### config.mk
export PLATFORM = sky130hd
export DESIGN_NAME = nibble_serial_adder_flat
export DESIGN_NICKNAME = d
export VERILOG_FILES = /design/src/rtl/nibble_serial_adder_if.sv /design/src/rtl/nibble_serial_adder.sv /design/src/flat_wrapper.sv
export SDC_FILE = /design/constraint.sdc
export NUM_CORES = 1
export LEC_CHECK = 0
export BUFFER_PORTS_ARGS = -buffer_cell sky130_fd_sc_hd__buf_2
export CAP_MARGIN = 20
export CELL_PAD_IN_SITES_DETAIL_PLACEMENT = 1
export CELL_PAD_IN_SITES_GLOBAL_PLACEMENT = 2
export CORE_ASPECT_RATIO = 0.8
export CORE_MARGIN = 4
export CORE_UTILIZATION = 32
export DETAILED_ROUTE_END_ITERATION = 10
export GPL_ROUTABILITY_DRIVEN = 0
export PLACE_DENSITY_LB_ADDON = 0.1
export RECOVER_POWER = 50
export SYNTH_ARGS = -nofsm -noshare
export SYNTH_HDL_FRONTEND = slang
export SYNTH_SLANG_ARGS = --single-unit
### constraint.sdc
create_clock -name clk -period 2.5 [get_ports clk]
set_clock_uncertainty 0.2 [all_clocks]
set_input_delay 0.5 -clock clk [delete_from_list [all_inputs] [get_ports clk]]
set_output_delay 0.5 -clock clk [all_outputs]
set_load 0.03 [all_outputs]
### src/rtl/nibble_serial_adder_if.sv
// Operand/result bundle for the nibble-serial adder: request side (a, b, carryin) and result side (sum, carryout).
// The master drives operands and consumes results; the slave is the adder.
interface nibble_serial_adder_if #(
  parameter int WIDTH = 16
);
  logic             in_valid;
  logic             in_ready;
  logic [WIDTH-1:0] a;
  logic [WIDTH-1:0] b;
  logic             carryin;
  logic             out_valid;
  logic             out_ready;
  logic [WIDTH-1:0] sum;
  logic             carryout;

  modport master (
    output in_valid, a, b, carryin, out_ready,
    input  in_ready, out_valid, sum, carryout
  );

  modport slave (
    input  in_valid, a, b, carryin, out_ready,
    output in_ready, out_valid, sum, carryout
  );
endinterface

### src/rtl/nibble_serial_adder.sv
// Adds two WIDTH-bit operands one nibble per cycle through a single 4-bit slice; out_valid rises NIB edges after accept.
// Accepts only in IDLE; the result is held in DONE until out_ready, so back-pressure stalls the block.
module nibble_serial_adder #(
  parameter int WIDTH = 16
) (
  input  logic                  clk,
  input  logic                  rst_n,
  nibble_serial_adder_if.slave  bus,
  output logic                  busy
);
  localparam int NIB = WIDTH / 4;
  localparam int IW  = (NIB > 1) ? $clog2(NIB) : 1;
  localparam logic [IW-1:0] LAST = IW'(NIB - 1);

  typedef enum logic [1:0] {
    IDLE = 2'd0,
    ADD  = 2'd1,
    DONE = 2'd2
  } state_t;

  state_t           state, state_nxt;
  logic [WIDTH-1:0] a_q, b_q, sum_q;
  logic             carry_q, cout_q;
  logic [IW-1:0]    idx_q;

  logic [IW+1:0]    shamt;
  logic [WIDTH-1:0] a_sh, b_sh;
  logic [4:0]       slice;

  // The current nibble is brought down to bit 0 so one 4-bit slice serves every position.
  assign shamt = {idx_q, 2'b00};
  assign a_sh  = a_q >> shamt;
  assign b_sh  = b_q >> shamt;
  assign slice = {1'b0, a_sh[3:0]} + {1'b0, b_sh[3:0]} + {4'b0000, carry_q};

  always_ff @(posedge clk or negedge rst_n) begin
    if (!rst_n) state <= IDLE;
    else        state <= state_nxt;
  end

  always_comb begin
    state_nxt     = state;
    bus.in_ready  = 1'b0;
    bus.out_valid = 1'b0;
    busy          = 1'b0;
    case (state)
      IDLE: begin
        bus.in_ready = 1'b1;
        if (bus.in_valid) state_nxt = ADD;
      end
      ADD: begin
        busy = 1'b1;
        if (idx_q == LAST) state_nxt = DONE;
      end
      DONE: begin
        busy          = 1'b1;
        bus.out_valid = 1'b1;
        if (bus.out_ready) state_nxt = IDLE;
      end
      default: state_nxt = IDLE;
    endcase
  end

  always_ff @(posedge clk or negedge rst_n) begin
    if (!rst_n) begin
      a_q     <= '0;
      b_q     <= '0;
      sum_q   <= '0;
      carry_q <= 1'b0;
      cout_q  <= 1'b0;
      idx_q   <= '0;
    end else begin
      case (state)
        IDLE: begin
          if (bus.in_valid) begin
            a_q     <= bus.a;
            b_q     <= bus.b;
            carry_q <= bus.carryin;
            sum_q   <= '0;
            cout_q  <= 1'b0;
            idx_q   <= '0;
          end
        end
        ADD: begin
          // sum was cleared on accept, so OR-ing places each nibble without a read-modify mask.
          sum_q   <= sum_q | (WIDTH'(slice[3:0]) << shamt);
          carry_q <= slice[4];
          idx_q   <= idx_q + 1'b1;
          if (idx_q == LAST) cout_q <= slice[4];
        end
        default: ;
      endcase
    end
  end

  assign bus.sum      = sum_q;
  assign bus.carryout = cout_q;
endmodule

### src/flat_wrapper.sv
// flat-port wrapper written by rule: the top's interface ports become plain ports
module nibble_serial_adder_flat 
#(
  parameter int WIDTH = 16
)
  (clk, rst_n, busy, bus_in_valid, bus_a, bus_b, bus_carryin, bus_out_ready, bus_in_ready, bus_out_valid, bus_sum, bus_carryout);
  nibble_serial_adder_if #(.WIDTH(WIDTH)) bus_i ();
  input  logic clk;
  input  logic rst_n;
  output logic busy;
  input wire logic [$bits(bus_i.in_valid)-1:0] bus_in_valid;
  input wire logic [$bits(bus_i.a)-1:0] bus_a;
  input wire logic [$bits(bus_i.b)-1:0] bus_b;
  input wire logic [$bits(bus_i.carryin)-1:0] bus_carryin;
  input wire logic [$bits(bus_i.out_ready)-1:0] bus_out_ready;
  output wire logic [$bits(bus_i.in_ready)-1:0] bus_in_ready;
  output wire logic [$bits(bus_i.out_valid)-1:0] bus_out_valid;
  output wire logic [$bits(bus_i.sum)-1:0] bus_sum;
  output wire logic [$bits(bus_i.carryout)-1:0] bus_carryout;
  assign bus_i.in_valid = bus_in_valid;
  assign bus_i.a = bus_a;
  assign bus_i.b = bus_b;
  assign bus_i.carryin = bus_carryin;
  assign bus_i.out_ready = bus_out_ready;
  assign bus_in_ready = bus_i.in_ready;
  assign bus_out_valid = bus_i.out_valid;
  assign bus_sum = bus_i.sum;
  assign bus_carryout = bus_i.carryout;
  nibble_serial_adder #(.WIDTH(WIDTH)) u_core (.clk(clk), .rst_n(rst_n), .bus(bus_i), .busy(busy));
endmodule
==> run summary <==
The flow ran to the end, but the final reports show violations. The checks that failed: negative setup slack. The final number of hold-violating endpoints was 0. The static power due to leakage came out at 1.444 nW. For the worst setup path, the data required time is 2.48 ns. Per report_power, the sequential group accounts for 30.5% of the total. The largest single stage delay on the critical path is 0.53 ns. The total negative slack for setup checks came out at -0.02251 ns. The cell that appears most often on the critical path is sky130_fd_sc_hd__fa_2. The total power of the final layout is 4.977 mW. The netlist area before placement came out at 0.002591 sq mm.

Each instance of the synthesized netlist takes up on average 13.15 sq um. The die span in x came out at approximately 110 microns. STA classifies the critical path endpoint as a flip-flop.

The detailed-route vias per instance is around 4.8. The remaining global-route overflow is 0. The total of fill cells in the finished design is 906. The total placed cells including tap cells is 362. The maximum root-to-sink buffer count came out at 2. The slew at the pin with the worst max-slew slack came out at 1.250 ns. The number of instances in the synthesized netlist came out at 197.

The DRC marker count from the first detailed-route iteration came out at 31. The proportion of synthesized flip-flops having asynchronous set or reset is 100.0%. The maximum net fanout on the critical path is 4. The minimum clock period is 2.523 ns. The post-CTS setup-driven buffer insertion count is 0.

Summed over all layers, the routed wires come to between 6000 and 7000 microns. The die covers 0.009610 sq mm. The number of cell rows came out at 29. The count of final setup violators is 1. Registers take about 0.0014 sq mm. The CTS tree is built.

After routing the design area is 0.003179 sq mm. The detailed-placement wirelength estimate came out at 4705 microns. The area growth from synthesis to layout came out at 22.69%.

Static timing analysis puts the maximum clock frequency at 396.4 MHz. The average routed wire per standard cell is 16.70 microns. The area used by multi-input combinational logic came out at 0.001206 sq mm. The number of I/O port buffers came out at 56. Setup repair after global routing could not meet its margin everywhere.

The number of distinct library cells after synthesis came out at 38. The total number of cells along the worst setup path is 6. The max-capacitance violation count is 0. Summed over its instances, the top area cell type makes up about 52% of the synthesized netlist area.

Summed over all nets, the switching power comes to 2.131 mW. The flop and latch count out of synthesis is between 50 and 60. The period utilization came out at 100.9%. At the later pin of the worst-skew pair, clock insertion delay measures 0.30 ns.

Broken down by cell family, the worst path's largest delay share belongs to adder cells. The initial antenna violation count was 0. The sink count of the clock tree came out at 54. Following the worst setup path forward leads to its endpoint at u_core.bus.carryout. STA classifies the critical path startpoint as a flip-flop. The internal power summed over all cells came out at 2.846 mW. The net count of the mapped netlist is approximately 240. After detailed routing, the number of remaining DRC violations is 0. The clock group share of total power is 9.9%. The tightest hold margin is 0.2175 ns.

The share of total power in combinational logic is 59.6%. The net switching fraction of the power came out at 42.81%. The core utilization of the finished layout came out at 40.19%. The path type of the worst min-delay path is input pin to flip-flop. The H-tree was split into 2 levels. The fraction of final layout cells with drive strength greater than 1 is between 40% and 50%. The number of global-route vias before repair is 1,879. The standard cell with the maximum stage delay on the critical path is sky130_fd_sc_hd__mux4_2. The standard cell core area is 0.007910 sq mm.

After detailed placement, the total cell area comes to 0.003047 sq mm. The startpoint of the lowest-slack register-to-register path is u_core.idx_q[0]. After clock tree synthesis, the clock-pin slew on the worst setup and hold paths is 0.10 ns. The endpoint identified for the worst register-to-register timing path is u_core.bus.carryout. For this configuration, the core starts out at a cell density of 32.76%. The critical path goes through mux4_2 -> fa_2 -> fa_2 -> a211o_1 -> nand4_1 -> nand3_1.

The number of enable flip-flop cells after synthesis is 0. The antenna cell count is 0. The worst setup slack after layout came out at -0.02251 ns. The first-pass detailed-route iteration total came out at 4. By area the synthesized netlist is led by sky130_fd_sc_hd__dfrtp_1 52%, sky130_fd_sc_hd__mux2_2 14%, sky130_fd_sc_hd__mux4_2 7.0%.

For this run, the leading register cell type out of synthesis is sky130_fd_sc_hd__dfrtp_1. In this run the worst setup path begins at u_core.idx_q[0]. For this design the top-level I/O count stands at 57. For this run, the post-layout net count is 308. The routed layout has approximately 1,800 vias. The count of synthesis-stage warnings from yosys came out at 0. The global-route wire length before repair is 9936 microns. The number of CTS-inserted buffers came out at 5. For this run, the number of standard cells in the final layout without fillers is roughly 370. The worst ir drop on vdd came out at 0.4759 mV. The count of antenna-violating nets left after detailed routing came out at 0.

The worst slack at placement came out at -0.05756 ns. The tree is rooted in a sky130_fd_sc_hd__clkbuf_8. The relative max-transition margin is 16.67%. Data arrives at the worst endpoint at between 2 and 3 ns.

The overall routing resource usage is 13.48%. The flop-to-flop setup slack came out at -0.02 ns. The power per cell area came out at around 1600 mW/mm^2. The maximum number of pins on one net before global-route repair came out at 34. The number of max-slew violations in the final report came out at 0. The path type of the worst setup path is flip-flop to flip-flop. sky130_fd_sc_hd__dfrtp_1 takes more of the synthesized area than any other cell. Of the synthesized area, sequential elements account for 52.15%. For the worst flop-to-flop path, the logic depth is 6.

The buffering stage count on the worst path with inverters included is 0. Measured along the y axis, the die boundary spans 88.49 microns.
## state kept, by name, summed over array words and instances (netlist names)
name	cells
u_core.state	2
u_core.bus.sum	16
u_core.carry_q	1
u_core.b_q	16
u_core.idx_q	2
u_core.bus.carryout	1
u_core.a_q	16
## how the worst min path moves through the flow
stage,start,to,cells after the start
2_1_floorplan,rst_n,u_core.a_q[0],0
3_3_place_gp,u_core.bus.sum[5],u_core.bus.sum[5],2
3_5_place_dp,u_core.bus.sum[5],u_core.bus.sum[5],2
4_1_cts,bus_a[6],u_core.a_q[6],2
5_1_grt,bus_a[6],u_core.a_q[6],2
6_report,bus_a[6],u_core.a_q[6],2
## repair_timing
| item | in CTS | in global routing |
|---|---|---|
| setup endpoints to repair | 8 | 14 |
| pin swaps | 3 | 6 |
| resized for setup | 3 | 8 |
| hold endpoints to repair | 21 | 0 |
| hold buffers | 1 | 0 |
## routing by layer
layer	wire [microns]	GRT usage [%]	up-vias
li1	-	-	859
met1	3183	20.02	878
met2	2738	20.36	30
met3	247	3.209	2
met4	26	2.408	0
met5	0	0	-
## placed cells by master (no fill, tap or decap), types with 3 or more instances in the layout
| cell type | count |
|---|---|
| sky130_fd_sc_hd__a21o_1 | 3 |
| sky130_fd_sc_hd__nor2b_1 | 4 |
| sky130_fd_sc_hd__dfrtp_1 | 53 |
| sky130_fd_sc_hd__buf_2 | 50 |
| sky130_fd_sc_hd__ha_1 | 6 |
| sky130_fd_sc_hd__clkbuf_8 | 5 |
| sky130_fd_sc_hd__nand3_1 | 3 |
| sky130_fd_sc_hd__mux4_2 | 8 |
| sky130_fd_sc_hd__a311oi_1 | 3 |
| sky130_fd_sc_hd__buf_4 | 11 |
| sky130_fd_sc_hd__a31oi_1 | 10 |
| sky130_fd_sc_hd__nor2_1 | 15 |
| sky130_fd_sc_hd__inv_1 | 6 |
| sky130_fd_sc_hd__mux2_2 | 33 |
| sky130_fd_sc_hd__o21ai_0 | 4 |
| sky130_fd_sc_hd__a21oi_1 | 4 |
| sky130_fd_sc_hd__clkbuf_1 | 7 |
| sky130_fd_sc_hd__nand2b_1 | 3 |
## worst reg2reg max path, cell delays in order (launching register included)
cell                      delay [ns]
sky130_fd_sc_hd__dfrtp_2        0.42
sky130_fd_sc_hd__mux4_2         0.53
sky130_fd_sc_hd__fa_2           0.39
sky130_fd_sc_hd__fa_2           0.39
sky130_fd_sc_hd__a211o_1        0.29
sky130_fd_sc_hd__nand4_1        0.10
sky130_fd_sc_hd__nand3_1        0.08
## Yosys cell counts (2+ instances only)
library cell,n
sky130_fd_sc_hd__ha_1,7
sky130_fd_sc_hd__nand2b_1,3
sky130_fd_sc_hd__a21o_1,3
sky130_fd_sc_hd__buf_2,6
sky130_fd_sc_hd__mux4_2,8
sky130_fd_sc_hd__nand2_1,2
sky130_fd_sc_hd__o41ai_1,3
sky130_fd_sc_hd__buf_4,3
sky130_fd_sc_hd__mux2_2,33
sky130_fd_sc_hd__a311oi_1,3
sky130_fd_sc_hd__nor2_1,15
sky130_fd_sc_hd__nor4_1,2
sky130_fd_sc_hd__a21oi_1,6
sky130_fd_sc_hd__nand3_1,3
sky130_fd_sc_hd__fa_1,2
sky130_fd_sc_hd__o21ai_0,4
sky130_fd_sc_hd__a31oi_1,10
sky130_fd_sc_hd__dfrtp_1,54
sky130_fd_sc_hd__a41oi_1,3
sky130_fd_sc_hd__inv_1,6
sky130_fd_sc_hd__nor2b_1,4
## power groups by stage
stage	clock, mW	sequential [mW]	combinational (mW)
final	0.493	1.52	2.96
after global routing	0.556	1.58	3.27
after CTS	0.517	1.52	2.87
after detailed placement	0	1.54	2.80
after global placement	0	1.54	2.78
after floorplan	0	1.63	1.88
## cell type report
cell class	instances	area share (%)
multi-input cells	126	37.94
clock inverters	2	0.4329
repair buffers	69	11.85
well taps	108	4.250
clock buffers	6	2.283
inverters	6	0.7084
flip-flops and latches	54	42.54
## cells by family (layout without fill, tap and decap cells)
kind of cell / after synthesis / count (layout) / share of synthesized area (%)
simple gates: 37 / 37 / 7.388
xor+xnor: 1 / 1 / 0.3381
mux: 42 / 42 / 21.87
flops: 54 / 54 / 52.15
fa+ha+maj: 9 / 9 / 4.925
compound gates: 37 / 37 / 9.851
buf+inv: 17 / 83 / 3.476
(Power assumes the default switching activity.)
